**src/rtl/video_timing_pkg.sv**
```systemverilog
// Shared constants and types for the video timing generator: default
// 640x480 timing, pattern-select encodings and the fixed colours.
package video_timing_pkg;

    localparam int DEF_H_ACTIVE = 640;
    localparam int DEF_H_FP     = 16;
    localparam int DEF_H_SYNC   = 96;
    localparam int DEF_H_BP     = 48;
    localparam int DEF_V_ACTIVE = 480;
    localparam int DEF_V_FP     = 10;
    localparam int DEF_V_SYNC   = 2;
    localparam int DEF_V_BP     = 33;

    typedef enum logic [1:0] {
        PAT_EXT   = 2'd0,
        PAT_BARS  = 2'd1,
        PAT_CHECK = 2'd2,
        PAT_GREY  = 2'd3
    } pat_e;

    typedef logic [23:0] rgb_t;

    localparam rgb_t RGB_BLACK     = 24'h000000;
    localparam rgb_t RGB_WHITE     = 24'hFFFFFF;
    localparam rgb_t RGB_GREY      = 24'h808080;
    localparam rgb_t RGB_UNDERFLOW = 24'hFF00FF;

    // Colour-bar palette, left to right.
    function automatic rgb_t bar_colour(input logic [2:0] idx);
        case (idx)
            3'd0:    return 24'hFFFFFF;
            3'd1:    return 24'hFFFF00;
            3'd2:    return 24'h00FFFF;
            3'd3:    return 24'h00FF00;
            3'd4:    return 24'hFF00FF;
            3'd5:    return 24'hFF0000;
            3'd6:    return 24'h0000FF;
            default: return 24'h000000;
        endcase
    endfunction

endpackage

```
**src/rtl/video_timing_if.sv**
```systemverilog
// External pixel stream: source drives data/valid, the timing generator
// answers with ready during active pixels in external mode.
interface video_timing_if;
    import video_timing_pkg::*;

    rgb_t pix_data;
    logic pix_valid;
    logic pix_ready;

    modport master (output pix_data, output pix_valid, input pix_ready);
    modport slave  (input pix_data, input pix_valid, output pix_ready);
endinterface

```
**src/rtl/video_pattern.sv**
```systemverilog
// Combinational test-pattern source for the non-external pat_sel modes.
module video_pattern
    import video_timing_pkg::*;
(
    input  logic [15:0] h_cnt,
    input  logic [15:0] v_cnt,
    input  logic [2:0]  bar_idx,
    input  pat_e        sel,
    output rgb_t        pixel
);

    // Only bit 5 of each counter shapes the checkerboard.
    logic unused_cnt_bits;
    assign unused_cnt_bits = ^{h_cnt[15:6], h_cnt[4:0], v_cnt[15:6], v_cnt[4:0]};

    // Select the pattern pixel for the current counter position.
    // NOTE: assign a default first in always_comb so no path leaves pixel unassigned (no latch).
    always_comb begin
        pixel = RGB_BLACK;
        case (sel)
            PAT_BARS:  pixel = bar_colour(bar_idx);
            PAT_CHECK: pixel = (h_cnt[5] ^ v_cnt[5]) ? RGB_WHITE : RGB_BLACK;
            PAT_GREY:  pixel = RGB_GREY;
            default:   pixel = RGB_BLACK;
        endcase
    end

endmodule

```
**src/rtl/video_timing_gen.sv**
```systemverilog
// Raster timing generator: h/v counters, registered sync/de/video, an
// external pixel stream with underflow fill, and built-in test patterns.
module video_timing_gen
    import video_timing_pkg::*;
#(
    parameter int H_ACTIVE = DEF_H_ACTIVE,
    parameter int H_FP     = DEF_H_FP,
    parameter int H_SYNC   = DEF_H_SYNC,
    parameter int H_BP     = DEF_H_BP,
    parameter int V_ACTIVE = DEF_V_ACTIVE,
    parameter int V_FP     = DEF_V_FP,
    parameter int V_SYNC   = DEF_V_SYNC,
    parameter int V_BP     = DEF_V_BP,
    parameter int HS_POL   = 0,
    parameter int VS_POL   = 0
) (
    input  logic              pclk,
    input  logic              rst,
    input  logic [1:0]        pat_sel,
    video_timing_if.slave     pix,
    output logic              hs,
    output logic              vs,
    output logic              de,
    output rgb_t              video,
    output logic              frame_start,
    output logic [15:0]       underflow_cnt
);

    localparam logic [15:0] H_LAST   = 16'(H_ACTIVE + H_FP + H_SYNC + H_BP - 1);
    localparam logic [15:0] V_LAST   = 16'(V_ACTIVE + V_FP + V_SYNC + V_BP - 1);
    localparam logic [15:0] H_ACT    = 16'(H_ACTIVE);
    localparam logic [15:0] V_ACT    = 16'(V_ACTIVE);
    localparam logic [15:0] HS_START = 16'(H_ACTIVE + H_FP);
    localparam logic [15:0] HS_END   = 16'(H_ACTIVE + H_FP + H_SYNC);
    localparam logic [15:0] VS_START = 16'(V_ACTIVE + V_FP);
    localparam logic [15:0] VS_END   = 16'(V_ACTIVE + V_FP + V_SYNC);
    localparam logic [15:0] BAR_LAST = 16'(H_ACTIVE / 8 - 1);
    localparam logic        HS_ON    = (HS_POL != 0);
    localparam logic        VS_ON    = (VS_POL != 0);

    logic [15:0] h_cnt, v_cnt, bar_px;
    logic [2:0]  bar_idx;
    pat_e        pat_shadow, pat_eff;
    logic        origin, active, in_hs, in_vs, starved;
    rgb_t        pat_pixel, pixel_next;

    assign origin = (h_cnt == 16'd0) && (v_cnt == 16'd0);
    // At the frame origin the shadow is being loaded on this very edge, so
    // the live pat_sel already governs the first pixel of the new frame.
    assign pat_eff = origin ? pat_e'(pat_sel) : pat_shadow;
    assign active  = (h_cnt < H_ACT) && (v_cnt < V_ACT);
    assign in_hs   = (h_cnt >= HS_START) && (h_cnt < HS_END);
    assign in_vs   = (v_cnt >= VS_START) && (v_cnt < VS_END);

    assign pix.pix_ready = active && (pat_eff == PAT_EXT);
    assign starved       = pix.pix_ready && !pix.pix_valid;

    // Raster position: h wraps every line, v advances on each h wrap.
    // NOTE: every register here resets asynchronously so a mid-frame reset abandons the frame at once.
    always_ff @(posedge pclk or posedge rst) begin
        if (rst) begin
            h_cnt <= '0;
            v_cnt <= '0;
        end else if (h_cnt == H_LAST) begin
            // NOTE: non-blocking assignments keep all state updates tied to the same edge.
            h_cnt <= '0;
            v_cnt <= (v_cnt == V_LAST) ? 16'd0 : v_cnt + 16'd1;
        end else begin
            h_cnt <= h_cnt + 16'd1;
        end
    end

    // Bar index: restarts with each line and steps every H_ACTIVE/8 pixels.
    always_ff @(posedge pclk or posedge rst) begin
        if (rst) begin
            bar_px  <= '0;
            bar_idx <= '0;
        end else if (h_cnt == H_LAST) begin
            bar_px  <= '0;
            bar_idx <= '0;
        end else if (bar_px == BAR_LAST) begin
            bar_px  <= '0;
            bar_idx <= bar_idx + 3'd1;
        end else begin
            bar_px  <= bar_px + 16'd1;
        end
    end

    // Latch the pattern select once per frame, at the origin.
    always_ff @(posedge pclk or posedge rst) begin
        if (rst)         pat_shadow <= PAT_EXT;
        else if (origin) pat_shadow <= pat_e'(pat_sel);
    end

    video_pattern u_pattern (
        .h_cnt   (h_cnt),
        .v_cnt   (v_cnt),
        .bar_idx (bar_idx),
        .sel     (pat_eff),
        .pixel   (pat_pixel)
    );

    // Choose the pixel for this position: blank, external, underflow fill or pattern.
    always_comb begin
        pixel_next = RGB_BLACK;
        if (active) begin
            if (pat_eff == PAT_EXT) pixel_next = pix.pix_valid ? pix.pix_data : RGB_UNDERFLOW;
            else                    pixel_next = pat_pixel;
        end
    end

    // Register the video outputs one pclk behind the counters.
    always_ff @(posedge pclk or posedge rst) begin
        if (rst) begin
            hs          <= ~HS_ON;
            vs          <= ~VS_ON;
            de          <= 1'b0;
            video       <= RGB_BLACK;
            frame_start <= 1'b0;
        end else begin
            hs          <= in_hs ? HS_ON : ~HS_ON;
            vs          <= in_vs ? VS_ON : ~VS_ON;
            de          <= active;
            video       <= pixel_next;
            frame_start <= origin && active;
        end
    end

    // Count starved active pixels, saturating at all-ones.
    always_ff @(posedge pclk or posedge rst) begin
        if (rst)                                       underflow_cnt <= '0;
        else if (starved && (underflow_cnt != 16'hFFFF)) underflow_cnt <= underflow_cnt + 16'd1;
    end

endmodule

```
**src/flat_wrapper.sv**
```systemverilog
// flat-port wrapper written by rule: the top's interface ports become plain ports
module video_timing_gen_flat import video_timing_pkg::*;
#(
    parameter int H_ACTIVE = DEF_H_ACTIVE,
    parameter int H_FP     = DEF_H_FP,
    parameter int H_SYNC   = DEF_H_SYNC,
    parameter int H_BP     = DEF_H_BP,
    parameter int V_ACTIVE = DEF_V_ACTIVE,
    parameter int V_FP     = DEF_V_FP,
    parameter int V_SYNC   = DEF_V_SYNC,
    parameter int V_BP     = DEF_V_BP,
    parameter int HS_POL   = 0,
    parameter int VS_POL   = 0
)
  (pclk, rst, pat_sel, hs, vs, de, video, frame_start, underflow_cnt, pix_pix_data, pix_pix_valid, pix_pix_ready);
  video_timing_if pix_i ();
  input  logic pclk;
  input  logic rst;
  input  logic [1:0] pat_sel;
  output logic hs;
  output logic vs;
  output logic de;
  output rgb_t video;
  output logic frame_start;
  output logic [15:0] underflow_cnt;
  input wire logic [$bits(pix_i.pix_data)-1:0] pix_pix_data;
  input wire logic [$bits(pix_i.pix_valid)-1:0] pix_pix_valid;
  output wire logic [$bits(pix_i.pix_ready)-1:0] pix_pix_ready;
  assign pix_i.pix_data = pix_pix_data;
  assign pix_i.pix_valid = pix_pix_valid;
  assign pix_pix_ready = pix_i.pix_ready;
  video_timing_gen #(.H_ACTIVE(H_ACTIVE), .H_FP(H_FP), .H_SYNC(H_SYNC), .H_BP(H_BP), .V_ACTIVE(V_ACTIVE), .V_FP(V_FP), .V_SYNC(V_SYNC), .V_BP(V_BP), .HS_POL(HS_POL), .VS_POL(VS_POL)) u_core (.pclk(pclk), .rst(rst), .pat_sel(pat_sel), .pix(pix_i), .hs(hs), .vs(vs), .de(de), .video(video), .frame_start(frame_start), .underflow_cnt(underflow_cnt));
endmodule
```
**config.mk**
```make
export PLATFORM = sky130hd
export DESIGN_NAME = video_timing_gen_flat
export DESIGN_NICKNAME = d
export VERILOG_FILES = /design/src/rtl/video_timing_pkg.sv /design/src/rtl/video_timing_if.sv /design/src/rtl/video_pattern.sv /design/src/rtl/video_timing_gen.sv /design/src/flat_wrapper.sv
export SDC_FILE = /design/constraint.sdc
export NUM_CORES = 1
export LEC_CHECK = 0
export CAP_MARGIN = 10
export CORE_MARGIN = 2
export CORE_UTILIZATION = 50
export CTS_BUF_LIST = sky130_fd_sc_hd__clkbuf_4
export CTS_CLUSTER_DIAMETER = 40
export CTS_CLUSTER_SIZE = 10
export DETAILED_ROUTE_END_ITERATION = 8
export GPL_TIMING_DRIVEN = 1
export PLACE_DENSITY = 0.76
export SLEW_MARGIN = 20
export SYNTH_ARGS = -nofsm -noshare
export SYNTH_HDL_FRONTEND = slang
export SYNTH_HIERARCHICAL = 1
export SYNTH_SLANG_ARGS = --single-unit
```
**constraint.sdc**
```tcl
create_clock -name pclk -period 7.9 [get_ports pclk]
set_input_delay 0.79 -clock pclk [delete_from_list [all_inputs] [get_ports pclk]]
set_output_delay 0.79 -clock pclk [all_outputs]
set_load 0.05 [all_outputs]
```
==> flow_results.org, run 1 <==
** Global routing
- Global route hottest layer :: met2
- Met1 Use GR :: 25.84%
- First-pass GRT wire length :: 15400 µm
- Number of antenna violations at the first check in global routing :: 0
- For this run, global-route usage on met2 was measured as 29.81%.
- For this run, the total global-route usage over all layers was measured as 18.65%.
- Vias in the first global route :: 3345
- Met3 Resource Use GR :: 2.941%
- Largest net degree at the start of global routing :: 53
- Total gr overflow :: 0

** Hold path
- Along the worst hold path, the cell count comes to 1.
- Worst hold path class :: register to register
- Endpoint of the worst hold path :: u_core/bar_px[0]
- Worst hold path startpoint :: u_core/bar_px[0]

** Timing
- Slew at the pin closest to its max-slew limit :: 1.006 ns
- Final setup violating endpoints :: 0
- Final TNS setup :: 0 ns
- The worst pin sits at a relative slew slack of 31.00%.
- Hold Violations, Final :: 0
- Final setup margin :: 3.313 ns
- Unrepaired setup endpoints after global routing :: false
- Derived from the worst setup path, the maximum achievable clock frequency is 218.0 MHz.
- The count of final max-slew check failures came to 0.
- For the final database, setup skew stands at 0.02657 ns.
- Minimum hold slack :: 0.4780 ns
- Tcrit/Tclk final :: 58.07%
- Clock period minus final worst setup slack :: 4.587 ns

** Critical path
- For this design, the slowest cell found on the critical path is sky130_fd_sc_hd__mux2i_1.
- STA puts the critical path data arrival time at 3.80 ns.
- CP max stage delay :: 0.87 ns
- Of all nets on the critical path, the largest fanout is 13.
- CP bufs+invs :: 2
- On the critical path the largest part of the delay comes from simple AND/OR/NAND/NOR gates.
- Critical path depth :: 8
- In this run the critical register-to-register path is captured at u_core/video[21].
- For the worst flop-to-flop path, the logic depth is 10.
- Sequence of cells on the critical path :: inv_1 > ha_1 > or4b_1 > nor4_4 > and3_1 > mux2i_1 > nor2_1 > clkdlybuf4s50_1
- The worst setup path is launched from a register.
- The worst setup path is captured at an output port.
- Register-to-Register Setup Slack :: 4.61 ns
- Data on the critical path is required at its endpoint by 7.11 ns.
- In this run the critical register-to-register path is launched from u_core/v_cnt[1].
- The critical path in this run is classified as register to output port.

** Clock network
- Clock tree synthesis inserted a total of 9 buffers.
- Clock-pin slew was measured on the worst setup and hold paths at 0.14 ns.
- TritonCTS Sinks :: 97
- TritonCTS built the clock tree.
- Once the clock tree was built, the resizer swapped 0 gates to a different size.
- # Post-CTS Setup Buffers :: 0
- Hold bufs inserted after CTS :: 0
- At the later pin of the worst-skew pair, clock insertion delay measures 0.45 ns.
- Clock root buffer :: sky130_fd_sc_hd__clkbuf_4
- No sink is reached through more buffers than the 2 on the longest clock path.
- Htree depth :: 3

** Floorplan
- Core region area :: 9284 µm²
- In this run the vertical extent of the chip is 102.2 µm.
- The die covers 10440 µm².
- For this configuration, the core starts out at a cell density of 51.90%.
- I/O pin count :: 74
- Width of the die :: 102.2 µm
- Std cell rows :: 35

** Power
- Max VDD drop :: 110.7 µV
- For this design the static power due to leakage is 2.460 nW.
- Power density of the placed cells :: 188.3 nW/µm²

** Status
- The flow ran to the end, and the final reports show no timing, DRC or antenna violations.

** Layout
- Commonest cells after routing, fill and taps aside :: sky130_fd_sc_hd__dfrtp_1, sky130_fd_sc_hd__clkdlybuf4s50_1, sky130_fd_sc_hd__nor2_1
- Layout Cells excl Fill :: 671
- Most common cell after layout, fill and taps aside :: sky130_fd_sc_hd__dfrtp_1
- 0 antenna diodes ended up in the layout.
- Once layout is complete, the utilization of the core stands at 61.54%.
- The post-route netlist has 6.273% of its cells at a drive strength greater than 1.
- Relative to the synthesized area, the layout overhead comes to 18.57%.
- After the last flow step, the layout net total stands at 573.
- Number of filler instances in the final layout :: 780

** Route
- For this block, the initial DRC count from the detailed router was 182.
- For this block, the routed nets add up to 9544 µm of wire.
- Routed via count divided by cell count :: 5.371
- Before antenna repair, the detailed router went through 5 iterations.
- In this run the remaining antenna-violating nets after routing total 0.
- The final route contains 3604 vias.
- Dividing the detail-routed wire length by the instance count gives 14.22 µm.
- In the routed design, unresolved DRC markers number 0.

** Synthesis
- Count of different cell masters after synthesis :: 43
- In this run, synthesis inferred 0 flip-flops with an integrated enable.
- Syn nets :: 522
- Async set-or-reset flop fraction in the synthesized netlist :: 100.0%
- Synthesis produced a netlist whose cell count is 486.
- The share of the Yosys chip area taken by registers is 50.43%.
- Post-Synthesis Mean Instance Area :: 9.914 µm²
- Flip-flop and latch count after synthesis :: 97
- The most used flip-flop cell after synthesis is sky130_fd_sc_hd__dfrtp_1.
- Yosys printed 6 warnings.
- The cell area that synthesis handed to floorplanning was 4818 µm².

** Run
- Max Cap Viol :: 0

** Placement
- Including well taps, the total number of placed cells is 655.
- Routability-driven placement finished with a final weighted congestion of 0.8839.
- During placement, the flow inserted port buffers numbering 73.
- Once detailed placement completed, the half-perimeter wirelength came to 6711 µm.
- Pre-CTS setup slack :: 3.793 ns
synth_stat cells, types with 9 or more instances:
cell type	count	area, µm²
sky130_fd_sc_hd__and3_1	14	87.58
sky130_fd_sc_hd__nor2_1	63	236.5
sky130_fd_sc_hd__o21ai_0	9	45.04
sky130_fd_sc_hd__nand2_1	34	127.6
sky130_fd_sc_hd__nand3_1	35	175.2
sky130_fd_sc_hd__xnor2_1	35	306.5
sky130_fd_sc_hd__a21oi_1	11	55.05
sky130_fd_sc_hd__dfrtp_1	95	2377
sky130_fd_sc_hd__buf_4	22	165.2
sky130_fd_sc_hd__xor2_1	18	157.7
sky130_fd_sc_hd__inv_1	30	112.6
sky130_fd_sc_hd__a311oi_1	16	140.1
sky130_fd_sc_hd__nand4_1	17	106.4
sky130_fd_sc_hd__clkbuf_1	10	37.54
sequential cells by signal (all words and copies together) (netlist names), 2 cells and up:
signal	flops
u_core/video	24
u_core/bar_idx	3
u_core/underflow_cnt	16
u_core/pat_shadow	2
u_core/v_cnt	16
u_core/bar_px	16
u_core/h_cnt	16
worst reg2reg max path, delay by kind of cell, from the launching register on:
family / cells / cell delay, ns
adders and majority gates: 1 / 0.13
DFF: 1 / 0.45
muxes: 1 / 0.43
buffers and inverters: 1 / 0.08
and+or+nand+nor: 5 / 1.34
AOI/OAI and AO/OA: 2 / 0.79
routing by layer:
metal	routed length (µm)	share of wire, %
met3	539	5.6
met1	4352	46
met2	4532	47
met5	0	0
met4	119	1.2
cells by family after synthesis:
family          Yosys count  synth area share [%]
fa+ha+maj                 7                 1.818
xor+xnor                 54                 9.971
mux                       8                 1.895
flops                    97                 50.43
compound gates           42                 5.946
buf+inv                  67                 7.297
simple gates            211                 22.64
power by group:
| part | internal (mW) | switching [mW] | leakage, nW |
|---|---|---|---|
| clock | 0.166 | 0.166 | 0.0972 |
| sequential | 0.520 | 0.0187 | 1.24 |
| combinational | 0.0744 | 0.131 | 1.12 |
| total | 0.760 | 0.316 | 2.46 |
cell type report:
| class | instances | area, µm² | share of cell area (%) |
|---|---|---|---|
| flip-flops and latches | 97 | 2430 | 42.53 |
| multi-input cells | 322 | 2037 | 35.65 |
| repair buffers | 77 | 780.7 | 13.67 |
| well taps | 129 | 161.4 | 2.825 |
| clock inverters | 6 | 115.1 | 2.015 |
| inverters | 30 | 113.9 | 1.993 |
| clock buffers | 10 | 75.07 | 1.314 |
worst max path at each step:
stage                    startpoint                end  slack, ns
floorplan                       rst  u_core/bar_idx[0]       4.58
global placement    u_core/v_cnt[0]      pix_pix_ready       3.86
detailed placement  u_core/v_cnt[0]      pix_pix_ready       3.79
CTS                 u_core/v_cnt[0]      pix_pix_ready       3.31
global route        u_core/v_cnt[0]      pix_pix_ready       3.07
finish              u_core/v_cnt[1]      pix_pix_ready       3.31
per-stage QoR:
stage                     cell area, µm²  power [mW]
after floorplan                     4818      0.6884
after global placement              5495      0.7497
after detailed placement            5523      0.7551
after CTS                           5713       1.084
after global routing                5713       1.119
final                               5713       1.076
(Power assumes the default switching activity.)
==> inputs of run 2 (changes only) <==
PLACE_DENSITY = 0.79   (was 0.76)
clock period = 4.1 ns   (was 7.9 ns; I/O delays follow)
==> flow_results.org, run 2 (synthesis gave the netlist of run 1 again) <==
** Floorplan
- Die area :: 10440 µm² (unchanged)
- The initial standard-cell utilization of the core came to 51.90% (unchanged).
- I/O pin count :: 74 (unchanged)
- Std cell rows :: 35 (unchanged)
- Height of the die :: 102.2 µm (unchanged)
- The standard cell core area was 9284 µm² (unchanged).
- Width of the die :: 102.2 µm (unchanged)

** Power
- Power density of the placed cells :: 348.2 nW/µm² (+85%)
- Pleak :: 2.439 nW (-0.88%)
- The total power came to 1.971 mW (+83%).
- Max VDD drop :: 217.0 µV (+96%)

** Placement
- The number of port buffers is 73 (unchanged).
- The routability congestion estimate from global placement was 0.8598 (-2.7%).
- The detailed placer's ending HPWL came to 6768 µm (+0.85%).
- Cell area after placement :: 5510 µm² (-0.23%)
- Pre-CTS setup slack :: 0.8579 ns (-2.935 ns)
- The placed instance count was 656 (+0.15%).

** Layout
- The library cell used most frequently in the layout, excluding fill and tap cells, is sky130_fd_sc_hd__dfrtp_1.
- The fraction of layout instances using a drive strength above 1 is 6.446% (+0.17 points).
- Max reg flops :: 24 (unchanged)
- The count of nets after finishing was 574 (+0.17%).
- Reg with most FFs :: u_core/video
- Layout Cells excl Fill :: 672 (+0.15%)
- The final instance area is 5662 µm² (-0.90%).
- In the layout the commonest cells are sky130_fd_sc_hd__dfrtp_1, sky130_fd_sc_hd__clkdlybuf4s50_1, sky130_fd_sc_hd__nor2_1.
- Layout area overhead :: 17.50%
- Antenna cell count :: 0 (unchanged)
- Final Util :: 60.98% (-0.55 points)

** Timing
- Setup skew after layout :: 0.02502 ns (-0.001550 ns)
- Headroom to the max-slew limit :: 40.17% (+9.2 points)
- The final setup slack of the worst path was 0.3497 ns (-2.963 ns).
- Static timing analysis puts the maximum clock frequency at 266.6 MHz.
- Final setup violating endpoints :: 0 (unchanged)
- Slew at the pin closest to its max-slew limit :: 0.8947 ns (-0.1115 ns)
- Final TNS setup :: 0 ns (unchanged)
- Minimum hold slack :: 0.2949 ns (-0.1831 ns)
- Hold Violations, Final :: 0 (unchanged)
- Tcrit/Tclk final :: 91.47%
- Unrepaired setup endpoints after global routing :: false
- The worst path needs 3.750 ns of the cycle, external delays included.
- The count of final max-slew check failures is 0 (unchanged).

** Run
- The max-cap violation count was 0 (unchanged).

** Clock network
- Number of gates resized after cts :: 0 (unchanged)
- The hold buffer count at CTS was 0 (unchanged).
- TritonCTS Sinks :: 97 (unchanged)
- Htree depth :: 3 (unchanged)
- The number of buffers on the longest clock path was 2 (unchanged).
- # Post-CTS Setup Buffers :: 0 (unchanged)
- CTS tree :: done
- The later-pin clock latency in the skew report was 0.45 ns (about the same).
- Number of clock buffers inserted by TritonCTS :: 9 (unchanged)
- Clock root buffer :: sky130_fd_sc_hd__clkbuf_4
- Clk pin slew, worst setup/hold paths :: 0.17 ns (+0.03 ns)

** Critical path
- Type of element capturing the critical path :: output port
- The data arrival time of the worst path was 3.34 ns (-0.46 ns).
- The number of buffer and inverter stages on the critical path is 3 (+1).
- The critical path goes through inv_1 > ha_1 > or4b_1 > nor4_4 > and3_1 > mux2i_1 > buf_4 > nor2_1 > clkdlybuf4s50_1.
- The maximum net fanout on the critical path came to 13 (unchanged).
- Startpoint type of the worst setup path :: register
- Highest-delay cell along the critical path :: sky130_fd_sc_hd__clkdlybuf4s50_1
- In this design, the largest share of critical-path delay is due to simple AND/OR/NAND/NOR gates.
- The critical path is of the register to output port type.
- CP max stage delay :: 0.80 ns (-0.07 ns)
- Data required, critical path :: 3.69 ns (-3.42 ns)

** Global routing
- GR Util All Layers :: 19.09% (+0.44 points)
- Vias in the first global route :: 3479 (+4.0%)
- Largest net degree at the start of global routing :: 52 (-1.9%)
- First-pass GRT wire length :: 15920 µm (+3.4%)
- Total gr overflow :: 0 (unchanged)
- Number of antenna violations at the first check in global routing :: 0 (unchanged)

** Route
- Drt total wl :: 9558 µm (+0.15%)
- Via count :: 3670 (+1.8%)
- The initial DRC count came to 175 (-3.8%).
- The count of TritonRoute iterations in the first routing pass was 5 (unchanged).
- The post-route antenna net violation count came to 0 (unchanged).
- The number of DRC violations after detailed routing came to 0 (unchanged).
- The wire length per cell is 14.22 µm (about the same).
- Routed via count divided by cell count :: 5.461 (+1.7%)

** Hold path
- The min-delay analysis places its worst path in the category primary input to async pin.

** Status
- The run finished with clean final reports.
run 2: cell count changes in the layout (fill, tap and decap cells not counted):
cell,previous run,this run
sky130_fd_sc_hd__buf_16,1,0
sky130_fd_sc_hd__inv_8,0,1
sky130_fd_sc_hd__buf_4,3,5
sky130_fd_sc_hd__bufinv_16,3,1
sky130_fd_sc_hd__inv_6,1,2
sky130_fd_sc_hd__clkinv_4,1,2
sky130_fd_sc_hd__clkbuf_4,10,9
run 2: per-layer routing:
layer / track usage (%) / vias up / routed length, µm
met5: 0 / - / 0
met4: 6.051 / 0 / 127
met3: 2.941 / 12 / 471
met2: 31.83 / 126 / 4688
met1: 25.83 / 1779 / 4270
li1: - / 1753 / -
run 2: worst register-to-register path, cell delays in order (launching register included):
cell	delay [ns]
sky130_fd_sc_hd__dfrtp_1	0.46
sky130_fd_sc_hd__inv_1	0.08
sky130_fd_sc_hd__ha_1	0.13
sky130_fd_sc_hd__or4b_1	0.48
sky130_fd_sc_hd__nor4_4	0.18
sky130_fd_sc_hd__and3_1	0.36
sky130_fd_sc_hd__mux2_2	0.43
sky130_fd_sc_hd__nand2b_1	0.20
sky130_fd_sc_hd__o22ai_1	0.45
sky130_fd_sc_hd__nor2_1	0.10
sky130_fd_sc_hd__a311oi_1	0.31
run 2: power by group:
group	switching (mW)	internal (mW)	total, mW
registers	0.0357	1.00	1.04
logic	0.251	0.141	0.392
clock network	0.345	0.197	0.542
run 2: final timing paths:
check                                 startpoint                end  slack, ns  cells past startpoint
worst max-delay path             u_core/v_cnt[1]      pix_pix_ready       0.35                      9
worst min-delay path                         rst  u_core/bar_px[12]       0.29                      2
worst max register to register   u_core/v_cnt[1]    u_core/video[6]       0.81                     10
worst min register to register  u_core/bar_px[0]   u_core/bar_px[0]       0.48                      1
max in group asynchronous                    rst    u_core/video[4]       2.97                      3
min in group pclk               u_core/bar_px[0]   u_core/bar_px[0]       0.48                      1
run 2: area by class of cell:
type | count | area [µm²]
fillers | 775 | 3622
well taps | 129 | 161.4
clock buffers | 9 | 67.56
multi-input cells | 322 | 2037
inverters | 30 | 113.9
repair buffers | 78 | 768.2
clock inverters | 7 | 83.83
flip-flops and latches | 97 | 2430
==> inputs of run 3 (changes only) <==
SETUP_SLACK_MARGIN = 0.02   (was unset)
==> results of run 3 <==
Same layout as run 2: the final DEF is identical, and so are final timing and power.
